### src/rtl/id_ex_reg_if.sv
// ID/EX pipeline register bundle: ID-stage fields going in, EX-stage fields
// coming out, plus the stall/flush controls and the hazard event counters.
interface id_ex_reg_if #(
  parameter int CNT_WIDTH = 16
);
  logic                 Stall;
  logic                 Flush;
  logic [31:0]          PC_in;
  logic [31:0]          IR_in;
  logic [31:0]          A_in;
  logic [31:0]          B_in;
  logic [31:0]          Imm_in;
  logic [4:0]           WAdr_in;
  logic                 RegWrite_in;
  logic                 MemToReg_in;
  logic                 MemWrite_in;
  logic                 AluSrc_in;
  logic                 Halt_in;
  logic [3:0]           AluOp_in;

  logic [31:0]          PC_out;
  logic [31:0]          IR_out;
  logic [31:0]          A_out;
  logic [31:0]          B_out;
  logic [31:0]          Imm_out;
  logic [4:0]           WAdr_out;
  logic                 RegWrite_out;
  logic                 MemToReg_out;
  logic                 MemWrite_out;
  logic                 AluSrc_out;
  logic                 Halt_out;
  logic [3:0]           AluOp_out;
  logic                 Valid_out;
  logic [CNT_WIDTH-1:0] BubbleCnt;
  logic [CNT_WIDTH-1:0] FlushCnt;

  // ID stage side: drives the fields and controls, observes the EX copy.
  modport master (
    output Stall, Flush, PC_in, IR_in, A_in, B_in, Imm_in, WAdr_in,
           RegWrite_in, MemToReg_in, MemWrite_in, AluSrc_in, Halt_in, AluOp_in,
    input  PC_out, IR_out, A_out, B_out, Imm_out, WAdr_out,
           RegWrite_out, MemToReg_out, MemWrite_out, AluSrc_out, Halt_out,
           AluOp_out, Valid_out, BubbleCnt, FlushCnt
  );

  // Pipeline register side.
  modport slave (
    input  Stall, Flush, PC_in, IR_in, A_in, B_in, Imm_in, WAdr_in,
           RegWrite_in, MemToReg_in, MemWrite_in, AluSrc_in, Halt_in, AluOp_in,
    output PC_out, IR_out, A_out, B_out, Imm_out, WAdr_out,
           RegWrite_out, MemToReg_out, MemWrite_out, AluSrc_out, Halt_out,
           AluOp_out, Valid_out, BubbleCnt, FlushCnt
  );
endinterface

### src/rtl/id_ex_reg.sv
// ID/EX pipeline register. Flush (branch taken in EX) and Stall (load-use)
// both turn the slot into a nop bubble; PC still follows the ID stage.
// Every output comes straight from a flop so the ID-stage hazard logic that
// reads RegWrite_out/WAdr_out sees no combinational loop.
module id_ex_reg #(
  parameter int          CNT_WIDTH = 16,
  parameter logic [31:0] RESET_PC  = 32'h0000_0000
) (
  input  logic         CLK,
  input  logic         RST,
  id_ex_reg_if.slave   bus
);

  // Saturating +1: the counters stick at all-ones instead of wrapping.
  function automatic logic [CNT_WIDTH-1:0] sat_inc(input logic [CNT_WIDTH-1:0] v);
    logic [CNT_WIDTH-1:0] r;
    if (v == {CNT_WIDTH{1'b1}}) begin
      r = v;
    end else begin
      r = v + {{(CNT_WIDTH-1){1'b0}}, 1'b1};
    end
    return r;
  endfunction

  logic [31:0]          pc_q, pc_d;
  logic [31:0]          ir_q, ir_d;
  logic [31:0]          a_q, a_d;
  logic [31:0]          b_q, b_d;
  logic [31:0]          imm_q, imm_d;
  logic [4:0]           wadr_q, wadr_d;
  logic                 regwrite_q, regwrite_d;
  logic                 memtoreg_q, memtoreg_d;
  logic                 memwrite_q, memwrite_d;
  logic                 alusrc_q, alusrc_d;
  logic                 halt_q, halt_d;
  logic [3:0]           aluop_q, aluop_d;
  logic                 valid_q, valid_d;
  logic [CNT_WIDTH-1:0] bubble_cnt_q, bubble_cnt_d;
  logic [CNT_WIDTH-1:0] flush_cnt_q, flush_cnt_d;
  logic                 kill_s;

  assign kill_s = bus.Flush | bus.Stall;

  // Next-state for the pipeline slot: either a straight copy or a nop bubble.
  always_comb begin
    pc_d       = bus.PC_in;
    ir_d       = bus.IR_in;
    a_d        = bus.A_in;
    b_d        = bus.B_in;
    imm_d      = bus.Imm_in;
    wadr_d     = bus.WAdr_in;
    regwrite_d = bus.RegWrite_in;
    memtoreg_d = bus.MemToReg_in;
    memwrite_d = bus.MemWrite_in;
    alusrc_d   = bus.AluSrc_in;
    halt_d     = bus.Halt_in;
    aluop_d    = bus.AluOp_in;
    valid_d    = 1'b1;
    if (kill_s) begin
      ir_d       = 32'h0000_0000;
      a_d        = 32'h0000_0000;
      b_d        = 32'h0000_0000;
      imm_d      = 32'h0000_0000;
      wadr_d     = 5'd0;
      regwrite_d = 1'b0;
      memtoreg_d = 1'b0;
      memwrite_d = 1'b0;
      alusrc_d   = 1'b0;
      halt_d     = 1'b0;
      aluop_d    = 4'h0;
      valid_d    = 1'b0;
    end else begin
      valid_d    = 1'b1;
    end
  end

  // Event counters: Flush takes precedence, so a stall+flush cycle counts once as a flush.
  always_comb begin
    bubble_cnt_d = bubble_cnt_q;
    flush_cnt_d  = flush_cnt_q;
    if (bus.Flush) begin
      flush_cnt_d = sat_inc(flush_cnt_q);
    end else if (bus.Stall) begin
      bubble_cnt_d = sat_inc(bubble_cnt_q);
    end else begin
      bubble_cnt_d = bubble_cnt_q;
      flush_cnt_d  = flush_cnt_q;
    end
  end

  // Slot and counter state; reset clears immediately, independent of CLK.
  always_ff @(posedge CLK or posedge RST) begin
    if (RST) begin
      pc_q         <= RESET_PC;
      ir_q         <= 32'h0000_0000;
      a_q          <= 32'h0000_0000;
      b_q          <= 32'h0000_0000;
      imm_q        <= 32'h0000_0000;
      wadr_q       <= 5'd0;
      regwrite_q   <= 1'b0;
      memtoreg_q   <= 1'b0;
      memwrite_q   <= 1'b0;
      alusrc_q     <= 1'b0;
      halt_q       <= 1'b0;
      aluop_q      <= 4'h0;
      valid_q      <= 1'b0;
      bubble_cnt_q <= {CNT_WIDTH{1'b0}};
      flush_cnt_q  <= {CNT_WIDTH{1'b0}};
    end else begin
      pc_q         <= pc_d;
      ir_q         <= ir_d;
      a_q          <= a_d;
      b_q          <= b_d;
      imm_q        <= imm_d;
      wadr_q       <= wadr_d;
      regwrite_q   <= regwrite_d;
      memtoreg_q   <= memtoreg_d;
      memwrite_q   <= memwrite_d;
      alusrc_q     <= alusrc_d;
      halt_q       <= halt_d;
      aluop_q      <= aluop_d;
      valid_q      <= valid_d;
      bubble_cnt_q <= bubble_cnt_d;
      flush_cnt_q  <= flush_cnt_d;
    end
  end

  assign bus.PC_out       = pc_q;
  assign bus.IR_out       = ir_q;
  assign bus.A_out        = a_q;
  assign bus.B_out        = b_q;
  assign bus.Imm_out      = imm_q;
  assign bus.WAdr_out     = wadr_q;
  assign bus.RegWrite_out = regwrite_q;
  assign bus.MemToReg_out = memtoreg_q;
  assign bus.MemWrite_out = memwrite_q;
  assign bus.AluSrc_out   = alusrc_q;
  assign bus.Halt_out     = halt_q;
  assign bus.AluOp_out    = aluop_q;
  assign bus.Valid_out    = valid_q;
  assign bus.BubbleCnt    = bubble_cnt_q;
  assign bus.FlushCnt     = flush_cnt_q;

endmodule

### src/flat_wrapper.sv
// flat-port wrapper written by rule: the top's interface ports become plain ports
module id_ex_reg_flat 
#(
  parameter int          CNT_WIDTH = 16,
  parameter logic [31:0] RESET_PC  = 32'h0000_0000
)
  (CLK, RST, bus_Stall, bus_Flush, bus_PC_in, bus_IR_in, bus_A_in, bus_B_in, bus_Imm_in, bus_WAdr_in, bus_RegWrite_in, bus_MemToReg_in, bus_MemWrite_in, bus_AluSrc_in, bus_Halt_in, bus_AluOp_in, bus_PC_out, bus_IR_out, bus_A_out, bus_B_out, bus_Imm_out, bus_WAdr_out, bus_RegWrite_out, bus_MemToReg_out, bus_MemWrite_out, bus_AluSrc_out, bus_Halt_out, bus_AluOp_out, bus_Valid_out, bus_BubbleCnt, bus_FlushCnt);
  id_ex_reg_if #(.CNT_WIDTH(CNT_WIDTH)) bus_i ();
  input  logic CLK;
  input  logic RST;
  input wire logic [$bits(bus_i.Stall)-1:0] bus_Stall;
  input wire logic [$bits(bus_i.Flush)-1:0] bus_Flush;
  input wire logic [$bits(bus_i.PC_in)-1:0] bus_PC_in;
  input wire logic [$bits(bus_i.IR_in)-1:0] bus_IR_in;
  input wire logic [$bits(bus_i.A_in)-1:0] bus_A_in;
  input wire logic [$bits(bus_i.B_in)-1:0] bus_B_in;
  input wire logic [$bits(bus_i.Imm_in)-1:0] bus_Imm_in;
  input wire logic [$bits(bus_i.WAdr_in)-1:0] bus_WAdr_in;
  input wire logic [$bits(bus_i.RegWrite_in)-1:0] bus_RegWrite_in;
  input wire logic [$bits(bus_i.MemToReg_in)-1:0] bus_MemToReg_in;
  input wire logic [$bits(bus_i.MemWrite_in)-1:0] bus_MemWrite_in;
  input wire logic [$bits(bus_i.AluSrc_in)-1:0] bus_AluSrc_in;
  input wire logic [$bits(bus_i.Halt_in)-1:0] bus_Halt_in;
  input wire logic [$bits(bus_i.AluOp_in)-1:0] bus_AluOp_in;
  output wire logic [$bits(bus_i.PC_out)-1:0] bus_PC_out;
  output wire logic [$bits(bus_i.IR_out)-1:0] bus_IR_out;
  output wire logic [$bits(bus_i.A_out)-1:0] bus_A_out;
  output wire logic [$bits(bus_i.B_out)-1:0] bus_B_out;
  output wire logic [$bits(bus_i.Imm_out)-1:0] bus_Imm_out;
  output wire logic [$bits(bus_i.WAdr_out)-1:0] bus_WAdr_out;
  output wire logic [$bits(bus_i.RegWrite_out)-1:0] bus_RegWrite_out;
  output wire logic [$bits(bus_i.MemToReg_out)-1:0] bus_MemToReg_out;
  output wire logic [$bits(bus_i.MemWrite_out)-1:0] bus_MemWrite_out;
  output wire logic [$bits(bus_i.AluSrc_out)-1:0] bus_AluSrc_out;
  output wire logic [$bits(bus_i.Halt_out)-1:0] bus_Halt_out;
  output wire logic [$bits(bus_i.AluOp_out)-1:0] bus_AluOp_out;
  output wire logic [$bits(bus_i.Valid_out)-1:0] bus_Valid_out;
  output wire logic [$bits(bus_i.BubbleCnt)-1:0] bus_BubbleCnt;
  output wire logic [$bits(bus_i.FlushCnt)-1:0] bus_FlushCnt;
  assign bus_i.Stall = bus_Stall;
  assign bus_i.Flush = bus_Flush;
  assign bus_i.PC_in = bus_PC_in;
  assign bus_i.IR_in = bus_IR_in;
  assign bus_i.A_in = bus_A_in;
  assign bus_i.B_in = bus_B_in;
  assign bus_i.Imm_in = bus_Imm_in;
  assign bus_i.WAdr_in = bus_WAdr_in;
  assign bus_i.RegWrite_in = bus_RegWrite_in;
  assign bus_i.MemToReg_in = bus_MemToReg_in;
  assign bus_i.MemWrite_in = bus_MemWrite_in;
  assign bus_i.AluSrc_in = bus_AluSrc_in;
  assign bus_i.Halt_in = bus_Halt_in;
  assign bus_i.AluOp_in = bus_AluOp_in;
  assign bus_PC_out = bus_i.PC_out;
  assign bus_IR_out = bus_i.IR_out;
  assign bus_A_out = bus_i.A_out;
  assign bus_B_out = bus_i.B_out;
  assign bus_Imm_out = bus_i.Imm_out;
  assign bus_WAdr_out = bus_i.WAdr_out;
  assign bus_RegWrite_out = bus_i.RegWrite_out;
  assign bus_MemToReg_out = bus_i.MemToReg_out;
  assign bus_MemWrite_out = bus_i.MemWrite_out;
  assign bus_AluSrc_out = bus_i.AluSrc_out;
  assign bus_Halt_out = bus_i.Halt_out;
  assign bus_AluOp_out = bus_i.AluOp_out;
  assign bus_Valid_out = bus_i.Valid_out;
  assign bus_BubbleCnt = bus_i.BubbleCnt;
  assign bus_FlushCnt = bus_i.FlushCnt;
  id_ex_reg #(.CNT_WIDTH(CNT_WIDTH), .RESET_PC(RESET_PC)) u_core (.CLK(CLK), .RST(RST), .bus(bus_i));
endmodule
### config.mk
export PLATFORM = sky130hd
export DESIGN_NAME = id_ex_reg_flat
export DESIGN_NICKNAME = d
export VERILOG_FILES = /design/src/rtl/id_ex_reg_if.sv /design/src/rtl/id_ex_reg.sv /design/src/flat_wrapper.sv
export SDC_FILE = /design/constraint.sdc
export NUM_CORES = 1
export LEC_CHECK = 0
export BUFFER_PORTS_ARGS = -buffer_cell sky130_fd_sc_hd__buf_2
export CAP_MARGIN = 20
export CELL_PAD_IN_SITES_DETAIL_PLACEMENT = 0
export CELL_PAD_IN_SITES_GLOBAL_PLACEMENT = 2
export CORE_MARGIN = 2
export CORE_UTILIZATION = 27
export CTS_CLUSTER_SIZE = 40
export DETAILED_ROUTE_END_ITERATION = 7
export GPL_TIMING_DRIVEN = 0
export PLACE_DENSITY = 0.81
export SYNTH_ARGS = -nofsm -noshare
export SYNTH_HDL_FRONTEND = slang
export SYNTH_SLANG_ARGS = --single-unit
### constraint.sdc
create_clock -name CLK -period 7.25 [get_ports CLK]
set_clock_uncertainty 0.1 [all_clocks]
set_input_delay 0 -clock CLK [delete_from_list [all_inputs] [get_ports CLK]]
set_output_delay 0 -clock CLK [all_outputs]
set_load 0.1 [all_outputs]
==> results by group, run 1 <==
Clocking
  – Clock buffer depth: 3
  – CTS clock-pin slew for the worst setup and hold paths: about 0.060 ns
  – Worst-skew pair later-pin latency: 0.51 ns
  – Post-CTS Repair Setup Buffers: 0
  – Clock Tree Root: clkbuf_16
  – CTS tree: built
  – Total CTS buffers: 24
  – H-Tree Depth: 1
  – Clk sink count: approximately 210

Yosys
  – Synth Cell Area: 0.00691 mm2
  – Ys Warns: 0
  – Post-Syn Area per Cell: 14.2 um2
  – Flops & latches, synth: just over 200
  – Area leader, netlist: dfrtp_1
  – Cells after Synth: between 400 and 500
  – Share of the synthesized area in the top cell type: 0.750
  – Syn Nets: approximately 670
  – Synth unique cells: 38
  – Register area share after synthesis: 0.750
  – Synth area leaders: dfrtp_1 75%, and2_1 13%, xor2_1 2.2%

Timing
  – Crit path time final: 2.25 ns
  – Final setup violation count: 0
  – Hold Fails Final Rpt: 0
  – Setup TNS: 0 ns
  – Max Transition Viols Final: 0
  – Fin crit share: 0.310
  – RSZ-0062 raised after global routing: false
  – Fmax: 445 MHz
  – Slew HR: 0.336
  – Least-Margin Pin Slew: ~1 ns

Floorplan
  – Io pins: 385
  – Die Wd: ~160 um
  – Row cnt: between 50 and 60
  – Area of the die: about 0.027 mm2
  – Die height: between 150 and 200 um
  – Initial core utilization: 0.274
  – Core area: 0.0252 mm2

Critical path
  – Crit path to: u_core.bus.Imm_out[1]
  – Critical path, cell by cell: dlygate4sd3_1, buf_2, nor2_1, clkbuf_1, clkbuf_1, and2_1
  – Worst R2R Path Depth: 5
  – Crit path launch: bus_Flush
  – Worst Setup End Kind: flip-flop
  – Arr. time, crit path: 2.59 ns
  – CP Launch Type: input port
  – Cell mode on critical path: clkbuf_1
  – Critical-path maximum fanout: 10
  – Reg2reg setup slack: 5.12 ns
  – R2r endpoint: u_core.bus.FlushCnt[1]
  – R2R Path Start: u_core.bus.FlushCnt[0]
  – Setup CP Type: in -> reg
  – Crit path max-delay cell type: nor2_1
  – Slowest stage delay, CP: about 0.76 ns
  – Worst endpoint required time: 7.59 ns

Global route
  – Global-route wire length before repair: 34.4 mm
  – Gr ovfl total: 0
  – Vias in the first global route: between 6000 and 7000
  – Tot GR Track Use: 0.168
  – Largest net degree at the start of global routing: between 100 and 150
  – Initial antenna violation count: 2

Final layout
  – Commonest non-fill, non-tap cell in the layout: buf_2
  – Layout Nets: about 1300
  – Layout cells sized above 1: 0.390
  – Fill cell count: between 2000 and 2500
  – Highest-count cells in the layout ignoring fill and taps: 387 x buf_2, 207 x dfrtp_1, 189 x dlygate4sd3_1, 142 x and2_1, 24 x clkbuf_16
  – Area of the multi-input gates: about 0.0016 mm2
  – Reg area: approximately 0.0052 mm2
  – Core Util, Final: 0.475
  – Layout area overhead: 73.0%

Power and ir drop
  – Worst IR Drop VDD: roughly 360 uV
  – PwrDens: approximately 280 mW/mm2
  – Total power: between 0.003 and 0.004 W
  – Static Leak: between 6 and 7 nW

Placed design
  – Post-DP HPWL: approximately 16 mm
  – Final GP Congestion: between 0.7 and 0.8
  – I/O Buffers: between 300 and 400

Drt
  – Via/cell ratio: roughly 4
  – DRC: 0
  – DRT Pass-1 Iters: 6
  – Initial DRC Count: approximately 310
  – WL per Instance: 16.4 um
  – Via count: between 5000 and 6000
  – Routed Antenna Nets: 0
  – Detailed Route WL: ~24 mm

Status
  – Status: finished, final reports clean

Min path
  – Worst min path class: in -> async

Run
  – Max Cap Violations: 0
cells in the mapped netlist, drive strengths merged:
library cell,n
and2,142
and4b,2
nor3,11
o21a,1
clkbuf,16
o21ai,5
xnor2,4
a21oi,4
xor2,17
nand3b,1
nand4,9
and4,1
a22oi,1
o311a,1
nand3,14
ha,2
a211oi,1
or3,2
o211ai,1
nand2b,1
nor3b,1
a41oi,1
inv,4
or4,1
mux2,2
nor4,2
buf,3
nand2,11
dfrtp,207
mux2i,1
a31oi,3
and3,1
a2111oi,1
nor2,11
critical path, delay by kind of cell:
family	cells	cell delay (ns)
buffers and inverters	4	1.60
and+or+nand+nor	2	0.99
through the flow:
step / worst slack [ns] / hold slack (ns) / instance area [um2] / std cells
after floorplan: 1.50 / -0.0686 / 6910 / 485
after global placement: -0.833 / 0.00732 / 9250 / 1199
after detailed placement: 4.76 / 0.00931 / 9280 / 1200
after CTS: 4.76 / 0.000867 / 12000 / 1432
after global routing: 4.71 / 0.0106 / 12000 / 1434
final: 5.00 / 0.0158 / 12000 / 1434
flip-flops by register name, indices dropped and copies added, names as in the netlist:
name                     count
u_core.bus.RegWrite_out      1
u_core.bus.AluSrc_out        1
u_core.bus.FlushCnt         16
u_core.bus.A_out            32
u_core.bus.WAdr_out          5
u_core.bus.PC_out           32
u_core.bus.Valid_out         1
u_core.bus.MemWrite_out      1
u_core.bus.Halt_out          1
u_core.bus.IR_out           32
u_core.bus.Imm_out          32
u_core.bus.BubbleCnt        16
u_core.bus.B_out            32
u_core.bus.MemToReg_out      1
u_core.bus.AluOp_out         4
power by group:
part	total, W	internal (W)	switching [W]
Sequential	0.00129	0.00123	0.0000585
Clock	0.00118	0.000700	0.000481
Combinational	0.000892	0.000201	0.000692
final cells by class:
| cell class | count | area share |
|---|---|---|
| Antenna cell | 2 | 0.000419 |
| Buffer | 19 | 0.00628 |
| Clock buffer | 35 | 0.0579 |
| Clock inverter | 8 | 0.00722 |
| Inverter | 4 | 0.00188 |
| Multi-Input combinational cell | 255 | 0.137 |
| Sequential cell | 207 | 0.433 |
| Tap cell | 330 | 0.0345 |
| Timing Repair Buffer | 574 | 0.321 |
layer usage:
layer  wire [um]  GRT usage  up-vias
met4         548     0.0494        0
met5           0          0        -
met3        1700     0.0485       36
met2       12400      0.304      238
met1        8840      0.191     2851
li1            -          -     2764
cells by family after synthesis:
| kind of cell | Yosys count | share of synthesized area |
|---|---|---|
| multiplexers | 3 | 0.00471 |
| AO/OA/AOI/OAI | 19 | 0.0203 |
| flip-flops | 207 | 0.750 |
| XOR/XNOR | 21 | 0.0266 |
| adder cells (fa/ha/maj) | 2 | 0.00362 |
| buffers and inverters | 23 | 0.0130 |
| AND/OR/NAND/NOR | 210 | 0.182 |
worst min-delay path by stage:
stage	startpoint	to	slack, ns	depth (start not counted)
finish	RST	u_core.bus.A_out[5]	0.02	3
global route	bus_PC_in[8]	u_core.bus.PC_out[8]	0.01	2
floorplan	bus_PC_in[0]	u_core.bus.PC_out[0]	-0.07	0
CTS	bus_PC_in[18]	u_core.bus.PC_out[18]	0.0009	2
detailed placement	bus_PC_in[0]	u_core.bus.PC_out[0]	0.009	1
global placement	bus_PC_in[10]	u_core.bus.PC_out[10]	0.007	1
repair_timing:
| action | 4_1_cts | 5_1_grt |
|---|---|---|
| gates resized for setup | 0 | 0 |
| hold buffers | 189 | 0 |
| hold endpoints to repair | 277 | 0 |
Note: power is estimated with default switching activity, not from simulation.
==> run 2: changes to the inputs <==
clock period = 2.35 ns   (was 7.25 ns; I/O delays follow)
==> run 2 against run 1 <==
Effect of this change:
- non-clock buffer count decreased by 4
- critical path depth is 1 lower
- via count is 0.76% lower
- first-iteration DRC count decreased by 22%
- largest power group unchanged
- register-to-register slack worse by 4.9 ns
- cell count about the same
==> results by group, run 2 (synthesis gave the netlist of run 1 again) <==
Power and ir drop
  – Sw Ratio: 0.361
  – Comb power frac: 0.264
  – Worst IR Drop VDD: 1190 uV
  – PwrDens: between 800 and 900 mW/mm2
  – Internal cell power: between 0.006 and 0.007 W
  – Static Leak: 6.36 nW
  – Sequential power share: 0.379
  – P_sw: 0.00379 W
  – Clock share of power: 0.358

Placed design
  – Post-DP HPWL: about 17 mm
  – Final GP Congestion: ~0.75
  – Placed Cells incl. Taps: between 1000 and 1500
  – I/O Buffers: ~380

Final layout
  – Commonest non-fill, non-tap cell in the layout: buf_2
  – Layout area overhead: 73.5%
  – Layout cells sized above 1: 0.395
  – Layout Nets: approximately 1300
  – Highest-count cells in the layout ignoring fill and taps: 387 x buf_2, 207 x dfrtp_1, 180 x dlygate4sd3_1, 142 x and2_1
  – Fill cell count: between 2000 and 2500
  – Finished Layout Cells: 1433

Critical path
  – CP Launch Type: flip-flop
  – Critical-path maximum fanout: 6
  – Arr. time, crit path: ~2.4 ns
  – Worst endpoint required time: between 2 and 3 ns
  – Worst Setup End Kind: flip-flop
  – Setup CP Type: reg -> reg

Clocking
  – CTS clock-pin slew for the worst setup and hold paths: 0.06 ns
  – Clk sink count: just over 200
  – H-Tree Depth: 1
  – Clock Tree Root: clkbuf_16
  – Worst-skew pair later-pin latency: ~0.51 ns
  – Total CTS buffers: 25
  – CTS tree: built
  – Clock buffer depth: 3

Timing
  – Least-Margin Pin Slew: about 0.65 ns
  – Fmax: between 400 and 500 MHz
  – Crit path time final: ~2.1 ns
  – Fin crit share: 0.895
  – Slew HR: 0.562
  – RSZ-0062 raised after global routing: false
  – Hold Fails Final Rpt: 0
  – Max Transition Viols Final: 0
  – Final setup violation count: 0
  – Setup TNS: 0 ns

Drt
  – DRT Pass-1 Iters: 4
  – Routed Antenna Nets: 0
  – WL per Instance: about 16 um
  – Initial DRC Count: 245
  – Via count: around 5800
  – DRC: 0
  – Via/cell ratio: approximately 4.1
  – Detailed Route WL: about 24 mm

Floorplan
  – Die Wd: 164 um
  – Area of the die: between 0.02 and 0.03 mm2
  – Io pins: between 300 and 400
  – Core area: ~0.025 mm2
  – Initial core utilization: 0.274
  – Die height: roughly 160 um
  – Row cnt: slightly below 60

Global route
  – Vias in the first global route: between 6000 and 7000
  – Largest net degree at the start of global routing: 43
  – Tot GR Track Use: 0.171
  – Initial antenna violation count: 1
  – Global-route wire length before repair: about 35 mm
  – Gr ovfl total: 0

Min path
  – Worst min path class: in -> reg

Run
  – Max Cap Violations: 0

Status
  – Status: finished, final reports clean
run 2: changes by cell type in the layout (fill, tap and decap cells not counted), sizes merged:
cell,delta
inv,+1
buf,+5
clkinv,-2
bufinv,+1
clkbuf,+2
diode,+1
dlygate4sd3,-9
run 2: metrics by stage:
step / instance area, um2 / setup slack (ns) / hold slack (ns) / util / total power (W)
3_3_place_gp: 9250 / -1.72 / 0.00778 / 0.367 / 0.00651
3_5_place_dp: 9380 / 0.0677 / -0.115 / 0.372 / 0.00655
4_1_cts: 12000 / 0.0566 / 0.00345 / 0.476 / 0.0106
6_report: 12000 / 0.247 / 0.0210 / 0.476 / 0.0105
5_1_grt: 12000 / 0.102 / 0.0160 / 0.476 / 0.0109
2_1_floorplan: 6910 / -0.436 / -0.0686 / - / 0.00598
run 2: final cells by class:
class	instances	area (um2)	area share
sequential	207	5180	0.432
timing repair buffer	570	3850	0.321
multi-input combinational	255	1640	0.137
clock buffer	37	701	0.0584
tap	330	413	0.0344
clock inverter	8	101	0.00845
buffer	19	75.1	0.00626
inverter	4	18.8	0.00157
antenna	3	7.51	0.000626
run 2: routing by layer:
layer	track usage	wire length, um	part of all wire
met2	0.303	12500	0.53
met4	0.0534	549	0.023
met5	0	0	0
met1	0.197	8820	0.37
met3	0.0515	1720	0.073
run 2: final timing paths:
path | startpoint | slack, ns | cells after the start | endpoint
max | u_core.bus.FlushCnt[0] | 0.25 | 5 | u_core.bus.FlushCnt[1]
min | bus_PC_in[10] | 0.02 | 2 | u_core.bus.PC_out[10]
max reg2reg | u_core.bus.FlushCnt[0] | 0.25 | 5 | u_core.bus.FlushCnt[1]
min reg2reg | u_core.bus.BubbleCnt[14] | 0.40 | 1 | u_core.bus.BubbleCnt[14]
max in group asynchronous | RST | 0.38 | 8 | u_core.bus.FlushCnt[1]
min in group asynchronous | RST | 0.51 | 4 | u_core.bus.PC_out[13]
run 2: power groups by stage:
stage               sequential [W]  combinational [W]  clock (W)
floorplan                  0.00567           0.000308          0
global placement           0.00403            0.00248          0
detailed placement         0.00403            0.00252          0
CTS                        0.00397            0.00278    0.00386
global route               0.00401            0.00289    0.00402
finish                     0.00397            0.00277    0.00376
run 2: what timing repair did:
action                                  CTS  global route
hold buffers                            180             0
setup buffers                             0             0
endpoints found under the hold margin   331             0
resized for setup                         0             1
endpoints found under the setup margin    0            44
run 2: critical path, stage by stage, from the launching register on:
cell and delay [ns]:
dfrtp_1 0.41, ha_1 0.23, nand4_2 0.16, nor4_2 0.53, nand2b_1 0.22, mux2_1 0.33
